==> src/rtl/int_pkg.sv <==
// Shared types and constants for the interrupt entry sequencer.
package int_pkg;

  typedef enum logic [1:0] {RESET, NMI, IRQ, BRK} int_src_t;
  typedef enum logic [1:0] {RST, IDLE, SEQ} seq_state_t;

  localparam logic [7:0] VEC_NMI_LO = 8'hFA;
  localparam logic [7:0] VEC_RST_LO = 8'hFC;
  localparam logic [7:0] VEC_IRQ_LO = 8'hFE;

  localparam int STEP_PUSH_PCH = 2;
  localparam int STEP_VEC_LO   = 5;

  function automatic logic [7:0] vec_lo(input int_src_t src);
    case (src)
      NMI:     return VEC_NMI_LO;
      RESET:   return VEC_RST_LO;
      default: return VEC_IRQ_LO;
    endcase
  endfunction

endpackage

==> src/rtl/int_edge_detect.sv <==
// NMI falling-edge pending flag and IRQ level conditioning.
// Define INT_SYNC_EN to put a 2-flop synchronizer in front of nmi_n and irq_n.
module int_edge_detect (
  input  logic clk,
  input  logic rst_n,
  input  logic nmi_n,
  input  logic irq_n,
  input  logic clr,
  output logic nmi_pend,
  output logic irq_lvl_n
);

  logic nmi_s;

`ifdef INT_SYNC_EN
  logic [1:0] nmi_sync_reg;
  logic [1:0] irq_sync_reg;

  always_ff @(posedge clk or negedge rst_n) begin
    if (!rst_n) begin
      nmi_sync_reg <= 2'b11;
      irq_sync_reg <= 2'b11;
    end else begin
      nmi_sync_reg <= {nmi_sync_reg[0], nmi_n};
      irq_sync_reg <= {irq_sync_reg[0], irq_n};
    end
  end

  assign nmi_s     = nmi_sync_reg[1];
  assign irq_lvl_n = irq_sync_reg[1];
`else
  assign nmi_s     = nmi_n;
  assign irq_lvl_n = irq_n;
`endif

  logic nmi_prev_reg;
  logic nmi_pend_reg;
  logic nmi_fall;

  assign nmi_fall = nmi_prev_reg & ~nmi_s;

  // A fresh edge wins over a same-cycle clear so it is never lost.
  always_ff @(posedge clk or negedge rst_n) begin
    if (!rst_n) begin
      nmi_prev_reg <= 1'b1;
      nmi_pend_reg <= 1'b0;
    end else begin
      nmi_prev_reg <= nmi_s;
      nmi_pend_reg <= nmi_fall | (nmi_pend_reg & ~clr);
    end
  end

  assign nmi_pend = nmi_pend_reg;

endmodule

==> src/rtl/interrupt_sequencer.sv <==
// Exception arbitration and 7-step interrupt entry sequencing (reset/NMI/IRQ/BRK).
// Optional INT_SYNC_EN adds input synchronizers inside int_edge_detect.
module interrupt_sequencer
  import int_pkg::*;
#(
  parameter logic [7:0] VEC_HI  = 8'hFF,
  parameter int         SEQ_LEN = 7,
  parameter int         STEP_W  = 3
) (
  input  logic              ph1,
  input  logic              reset,
  input  logic              nmi_n,
  input  logic              irq_n,
  input  logic              i_flag,
  input  logic              last_cycle,
  input  logic              brk_op,
  output logic              int_take,
  output logic              int_busy,
  output logic [STEP_W-1:0] step,
  output logic              push_en,
  output logic              b_flag,
  output logic              set_i,
  output logic [15:0]       vec_addr,
  output logic              seq_done
);

  localparam logic [STEP_W-1:0] S_PCH  = STEP_W'(STEP_PUSH_PCH);
  localparam logic [STEP_W-1:0] S_P    = STEP_W'(STEP_PUSH_PCH + 2);
  localparam logic [STEP_W-1:0] S_VEC  = STEP_W'(STEP_VEC_LO);
  localparam logic [STEP_W-1:0] S_LAST = STEP_W'(SEQ_LEN - 1);

  seq_state_t        state_reg, state_next;
  int_src_t          src_reg, src_next;
  logic [STEP_W-1:0] step_reg, step_next;

  logic nmi_pend;
  logic irq_s_n;
  logic irq_req;
  logic take_req;
  logic hijack;
  logic nmi_clr;
  logic in_vec_step;

  int_edge_detect u_edge (
    .clk       (ph1),
    .rst_n     (reset),
    .nmi_n     (nmi_n),
    .irq_n     (irq_n),
    .clr       (nmi_clr),
    .nmi_pend  (nmi_pend),
    .irq_lvl_n (irq_s_n)
  );

  assign irq_req     = ~irq_s_n & ~i_flag;
  assign take_req    = last_cycle & (nmi_pend | irq_req);
  assign in_vec_step = (state_reg == SEQ) && (step_reg == S_VEC);
  // A BRK that sees a pending NMI by the vector step fetches the NMI vector instead.
  assign hijack      = (src_reg == BRK) && nmi_pend;
  assign nmi_clr     = in_vec_step && ((src_reg == NMI) || hijack);

  always_ff @(posedge ph1 or negedge reset) begin
    if (!reset) begin
      state_reg <= RST;
      src_reg   <= RESET;
      step_reg  <= '0;
    end else begin
      state_reg <= state_next;
      src_reg   <= src_next;
      step_reg  <= step_next;
    end
  end

  always_comb begin
    state_next = state_reg;
    src_next   = src_reg;
    step_next  = step_reg;
    case (state_reg)
      RST: begin
        state_next = SEQ;
        src_next   = RESET;
        step_next  = '0;
      end
      IDLE: begin
        if (take_req) begin
          state_next = SEQ;
          src_next   = nmi_pend ? NMI : IRQ;
          step_next  = '0;
        end else if (brk_op) begin
          state_next = SEQ;
          src_next   = BRK;
          step_next  = '0;
        end
      end
      SEQ: begin
        if (in_vec_step && hijack) begin
          src_next = NMI;
        end
        if (step_reg == S_LAST) begin
          state_next = IDLE;
          step_next  = '0;
        end else begin
          step_next = step_reg + STEP_W'(1);
        end
      end
      default: state_next = RST;
    endcase
  end

  always_comb begin
    int_take = 1'b0;
    int_busy = 1'b1;
    step     = '0;
    push_en  = 1'b0;
    b_flag   = 1'b0;
    set_i    = 1'b0;
    vec_addr = 16'h0000;
    seq_done = 1'b0;
    case (state_reg)
      IDLE: begin
        int_busy = 1'b0;
        int_take = take_req;
      end
      SEQ: begin
        step    = step_reg;
        push_en = (step_reg >= S_PCH) && (step_reg <= S_P) && (src_reg != RESET);
        b_flag  = (step_reg == S_P) && (src_reg == BRK);
        if (step_reg == S_VEC) begin
          set_i    = 1'b1;
          vec_addr = {VEC_HI, vec_lo(hijack ? NMI : src_reg)};
        end
        if (step_reg == S_LAST) begin
          seq_done = 1'b1;
          vec_addr = {VEC_HI, vec_lo(src_reg) + 8'd1};
        end
      end
      default: ;
    endcase
  end

endmodule

==> config.mk <==
export PLATFORM = sky130hd
export DESIGN_NAME = interrupt_sequencer
export DESIGN_NICKNAME = d
export VERILOG_FILES = /design/src/rtl/int_pkg.sv /design/src/rtl/int_edge_detect.sv /design/src/rtl/interrupt_sequencer.sv
export SDC_FILE = /design/constraint.sdc
export NUM_CORES = 1
export LEC_CHECK = 0
export ABC_AREA = 1
export CAP_MARGIN = 20
export CORE_UTILIZATION = 44
export DETAILED_ROUTE_END_ITERATION = 8
export MAX_ROUTING_LAYER = met4
export PLACE_DENSITY = 0.82
export SYNTH_ARGS = -nofsm -noshare
export SYNTH_HDL_FRONTEND = slang
export SYNTH_SLANG_ARGS = --single-unit
==> constraint.sdc <==
create_clock -name ph1 -period 5.3 [get_ports ph1]
set_input_delay 1.06 -clock ph1 [delete_from_list [all_inputs] [get_ports ph1]]
set_output_delay 1.06 -clock ph1 [all_outputs]
set_load 0.01 [all_outputs]
==> flow_summary.toml, run 1 <==
[yosys]
synth.area.mux_share_pct = 0
synthAdderAreaFrac_pct = 6.98
synth_top_family_by_area = "simple AND/OR/NAND/NOR gates"
netlist_instances = 105
synth_fp_nets = 116
yosys.area_share.xor_xnor_pct = 1.22
syn_avg_cell_area_um2 = 6.83
synthSimpleGateAreaFrac_pct = 26.4
synth_compound_area_share_pct = 11.3
ys_warn_count = 0
synth.area.top_cells = "dfrtp_1 28%, buf_4 14%, nand2_1 13%"
synth-seq-area-share_pct = 31.6
syn_area_um2 = 717
yosysTopAreaCellShare_pct = 27.9
yosys.area.top_type = "dfrtp_1"
ys_types = 18
ys_ff_latch = 9

[route]
wl_um = 1410
num_vias = 701
drt_iter0_drc = 16
ant_nets = 0
wl_per_cell_um = 9.88
post-route-drc-count = 0
vias_per_cell = 4.90
firstDrtPassIters = 4

[clock_network]
cts_setup_buffers = 0
cts_sinks = 9
insertion_delay_ns = 0.25
cts_htree_levels = 1
cts-root-buf = "clkbuf_4"
hold_buffers = 0
cts_buffer_depth = 2
cts_tree = "yes"
clk_pin_slew_ns = 0.05
post_cts_resized = 0
numCtsBuffers = 3

[global_route]
grt.overflow.total = 0
track_usage_pct = 19.1
antenna_found_initial = 0
first_global_vias = 614
grt_max_degree = 15
grt_pass1_wl_um = 2530

[timing]
fin_crit_ns = 3.44
period_share_pct = 65.0
max-slew-margin-rel_pct = 72.1
rsz0062_at_grt = "no"
hold_viol_final = 0
fin_hold_ws_ns = 0.515
clock.fmax_mhz = 290
slew_viol_final = 0
setup_viol = 0
setup_tns_ns = 0
finalClockSkew_ns = 0.000997
tightest_slew_ns = 0.419

[critical_path]
cp_slowest_cell = "clkdlybuf4s50_1"
path_delay_family = "buffers and inverters"
worst-path-buf-inv = 3
path_class = "reg2out"
end_kind = "output port"
crit_fanout = 14
worstPathArrival_ns = 2.38
start_kind = "flip-flop"
crit_path_frequent_cell = "inv_1"
slowest_delay_ns = 0.54
worstPathRequired_ns = 4.24
path_cells = "inv_1 > ha_1 > nand2_1 > nor2_2 > inv_1 > a21oi_2 > clkdlybuf4s50_1"
regToRegSetupSlack_ns = 3.81

[die]
core_area_um2 = 1510
die_h_um = 42.4
io_pins = 32
std_cell_rows = 14
start_util_pct = 47.6
die_x_um = 42.4
die_area_um2 = 1790

[placed_design]
place_hpwl_um = 1200
gp_congestion = 0.892
portBuffers = 31
place_inst = 139

[cells_and_area]
final_cell_mix = "31 x clkdlybuf4s50_1, 24 x nand2_1, 16 x inv_1, 11 x nor2_1"
largest_reg_flops = 3
diodes = 0
utilization_pct = 64.8
final_nets = 139
drive_above_1_share_pct = 6.30
final_cell_count_no_fill = 143
syn_to_final_growth_pct = 36.1
final_common_cell = "clkdlybuf4s50_1"

[power_and_ir_drop]
finalPower_uw = 362
ir_worst_vdd_uv = 304
p_leak_nw = 0.459
powerDensity_nw_per_um2 = 371

[run_status]
status = "completed"

[hold_path]
hp-class = "reg2reg"

[flow_run]
maxCapViolCount = 0
cell type report:
cell class                 instances  area (um2)
timing repair buffer              31         310
inverter                          17        63.8
clock buffer                       4        26.3
tap                               16        20.0
sequential                         9         226
fill                             133         531
multi-input combinational         66         329
final timing paths:
path                                                from                            end  depth (start not counted)
hold / removal             u_edge.nmi_prev_reg$_DFF_PN1_      u_edge.nmi_pend$_DFF_PN0_                          2
hold reg to reg            u_edge.nmi_prev_reg$_DFF_PN1_      u_edge.nmi_pend$_DFF_PN0_                          2
max in group asynchronous                          reset  u_edge.nmi_prev_reg$_DFF_PN1_                          1
min in group asynchronous                          reset        step_reg[1]$_DFFE_PN0P_                          1
setup / recovery                state_reg[0]$_DFFE_PN0P_                    vec_addr[2]                          7
setup reg to reg                state_reg[1]$_DFFE_PN0P_         src_reg[0]$_DFFE_PN0P_                          9
cells by family (layout without fill, tap and decap cells):
group	Yosys count	in the layout
adders and majority gates	4	4
AOI/OAI and AO/OA	15	15
and+or+nand+nor	46	46
DFF	9	9
buffers and inverters	30	52
xor gates and xnor gates	1	1
power breakdown:
group          switching, mW  leakage (nW)  internal [mW]
combinational          0.116         0.333         0.0805
sequential            0.0270         0.111         0.0898
clock                 0.0199        0.0150         0.0287
worst min-delay path, stage by stage (launching register included):
cell     delay [ns]
dfstp_2        0.36
inv_1          0.04
o21ai_0        0.08
per-layer routing:
layer	GRT usage, %	up-vias	wire, um
li1	-	363	-
met4	11.3	0	17
met5	-	-	0
met2	28.0	25	654
met1	25.1	311	658
met3	2.59	2	83
Yosys cell counts, drive strengths merged:
cell type	n
a21oi	5
buf	13
dfrtp	8
dfstp	1
ha	4
inv	17
nand2	25
nand3	8
nor2	12
nor3	1
o211ai	1
o21ai	9
xnor2	1
through the flow:
stage	instance area [um2]	setup slack [ns]
final	976	1.86
after global routing	976	1.62
after CTS	976	1.82
after detailed placement	950	1.87
after global placement	950	1.89
after floorplan	717	2.70
Note: power is estimated with default switching activity, not from simulation.
==> inputs of run 2 (changes only) <==
Settings changed: CORE_UTILIZATION 44 to 37, PLACE_DENSITY 0.82 to 0.73.
Clock period 5.3 ns to 2.9 ns, I/O delays scaled along.
==> run 2 against run 1 <==
Clock power up 110%. Core utilization down 8.0 points. Flip-flop and latch count unchanged. Worst setup slack worse by 1.6 ns. Sequential share of layout area down 0.61 points. Via count up 5.1%. Total power up 88%. Critical path type unchanged.
==> flow_summary.toml, run 2 (same netlist as run 1, synthesis figures left out) <==
[die]
die_h_um = 46.0
std_cell_rows = 15
die_x_um = 46.0
die_area_um2 = 2120
core_area_um2 = 1760
start_util_pct = 40.6
io_pins = 32

[timing]
clock.fmax_mhz = 375
period_share_pct = 92.0
setup_viol = 0
setup_ws_ns = 0.232
finalClockSkew_ns = 0.00455
hold_viol_final = 0
fin_crit_ns = 2.67
slew_viol_final = 0
setup_tns_ns = 0
rsz0062_at_grt = "no"
max-slew-margin-rel_pct = 70.6
tightest_slew_ns = 0.439

[hold_path]
hp-class = "reg2reg"

[power_and_ir_drop]
powerDensity_nw_per_um2 = 681
p_leak_nw = 0.470
ir_worst_vdd_uv = 345

[clock_network]
numCtsBuffers = 3
insertion_delay_ns = 0.27
clk_pin_slew_ns = 0.06
cts-root-buf = "clkbuf_4"
post_cts_resized = 0
cts_setup_buffers = 0
hold_buffers = 0
cts_buffer_depth = 2
cts_tree = "yes"
cts_sinks = 9
cts_htree_levels = 1

[route]
post-route-drc-count = 0
ant_nets = 0
vias_per_cell = 4.79
wl_um = 1650
wl_per_cell_um = 10.7
firstDrtPassIters = 4
drt_iter0_drc = 14
num_vias = 737

[placed_design]
gp_congestion = 0.793
post-place-ws_ns = 0.415
post_dp_cell_area_um2 = 976
place_hpwl_um = 1340
portBuffers = 31

[global_route]
grt_max_degree = 14
track_usage_pct = 17.6
antenna_found_initial = 0
first_global_vias = 628
grt.overflow.total = 0
grt_pass1_wl_um = 2530

[critical_path]
path_class = "reg2out"
worstPathRequired_ns = 2.32
start_kind = "flip-flop"
cp_slowest_cell = "clkdlybuf4s50_1"
end_kind = "output port"
slowest_delay_ns = 0.54
worstPathArrival_ns = 2.09
path_cells = "inv_1 > ha_1 > nand2_1 > nor2_1 > o21ai_1 > a21oi_2 > clkdlybuf4s50_1"
crit_fanout = 4

[run_status]
status = "completed"

[cells_and_area]
largest_reg_flops = 3
fillCellCount = 182
syn_to_final_growth_pct = 39.8
final_cell_mix = "31 x clkdlybuf4s50_1, 24 x nand2_1, 16 x inv_1, 11 x nor2_1"
final_area_um2 = 1000
diodes = 0
drive_above_1_share_pct = 7.75
final_common_cell = "clkdlybuf4s50_1"
final_nets = 141
utilization_pct = 56.8

[flow_run]
maxCapViolCount = 0
[run 2: where the power goes]
part | switching, mW | internal, mW | leakage (nW)
combinational | 0.211 | 0.155 | 0.344
sequential | 0.0524 | 0.164 | 0.111
clock | 0.0468 | 0.0532 | 0.0150
[run 2: through the flow]
stage | hold WS (ns) | std cells | power (mW)
after global placement | 0.492 | 150 | 0.565
after CTS | 0.505 | 154 | 0.690
after floorplan | 0.284 | 105 | 0.454
final | 0.501 | 154 | 0.682
after global routing | 0.563 | 154 | 0.747
after detailed placement | 0.495 | 150 | 0.584
[run 2: metal layers]
layer / vias up / share of wire (%) / GRT usage, %
met5: - / 0 / -
met1: 339 / 41 / 18.8
li1: 361 / - / -
met4: 0 / 0.73 / 8.82
met3: 2 / 7.6 / 3.57
met2: 35 / 50 / 30.4
[run 2: area by class of cell]
class / count / area (um2) / area share (%)
multi-input combinational: 66 / 329 / 32.8
timing repair buffer: 33 / 325 / 32.5
sequential: 9 / 226 / 22.6
inverter: 17 / 63.8 / 6.37
tap: 25 / 31.3 / 3.12
clock buffer: 4 / 26.3 / 2.62
[run 2: final timing paths]
path / cells after the start / end / slack [ns] / start
min reg2reg: 2 / u_edge.nmi_pend$_DFF_PN0_ / 0.50 / u_edge.nmi_prev_reg$_DFF_PN1_
min: 2 / u_edge.nmi_pend$_DFF_PN0_ / 0.50 / u_edge.nmi_prev_reg$_DFF_PN1_
min in group asynchronous: 1 / u_edge.nmi_pend$_DFF_PN0_ / 0.62 / reset
max in group asynchronous: 1 / u_edge.nmi_prev_reg$_DFF_PN1_ / 1.94 / reset
max reg2reg: 9 / src_reg[1]$_DFFE_PN0P_ / 1.46 / state_reg[1]$_DFFE_PN0P_
max: 7 / vec_addr[2] / 0.23 / state_reg[0]$_DFFE_PN0P_
[run 2: worst max-delay path: cells and delay by family, from the launching register on]
kind / cells / cell delay, ns
adder cells (fa/ha/maj): 1 / 0.17
flip-flops: 1 / 0.41
AND/OR/NAND/NOR: 2 / 0.37
buffers and inverters: 2 / 0.64
AO/OA/AOI/OAI: 2 / 0.22
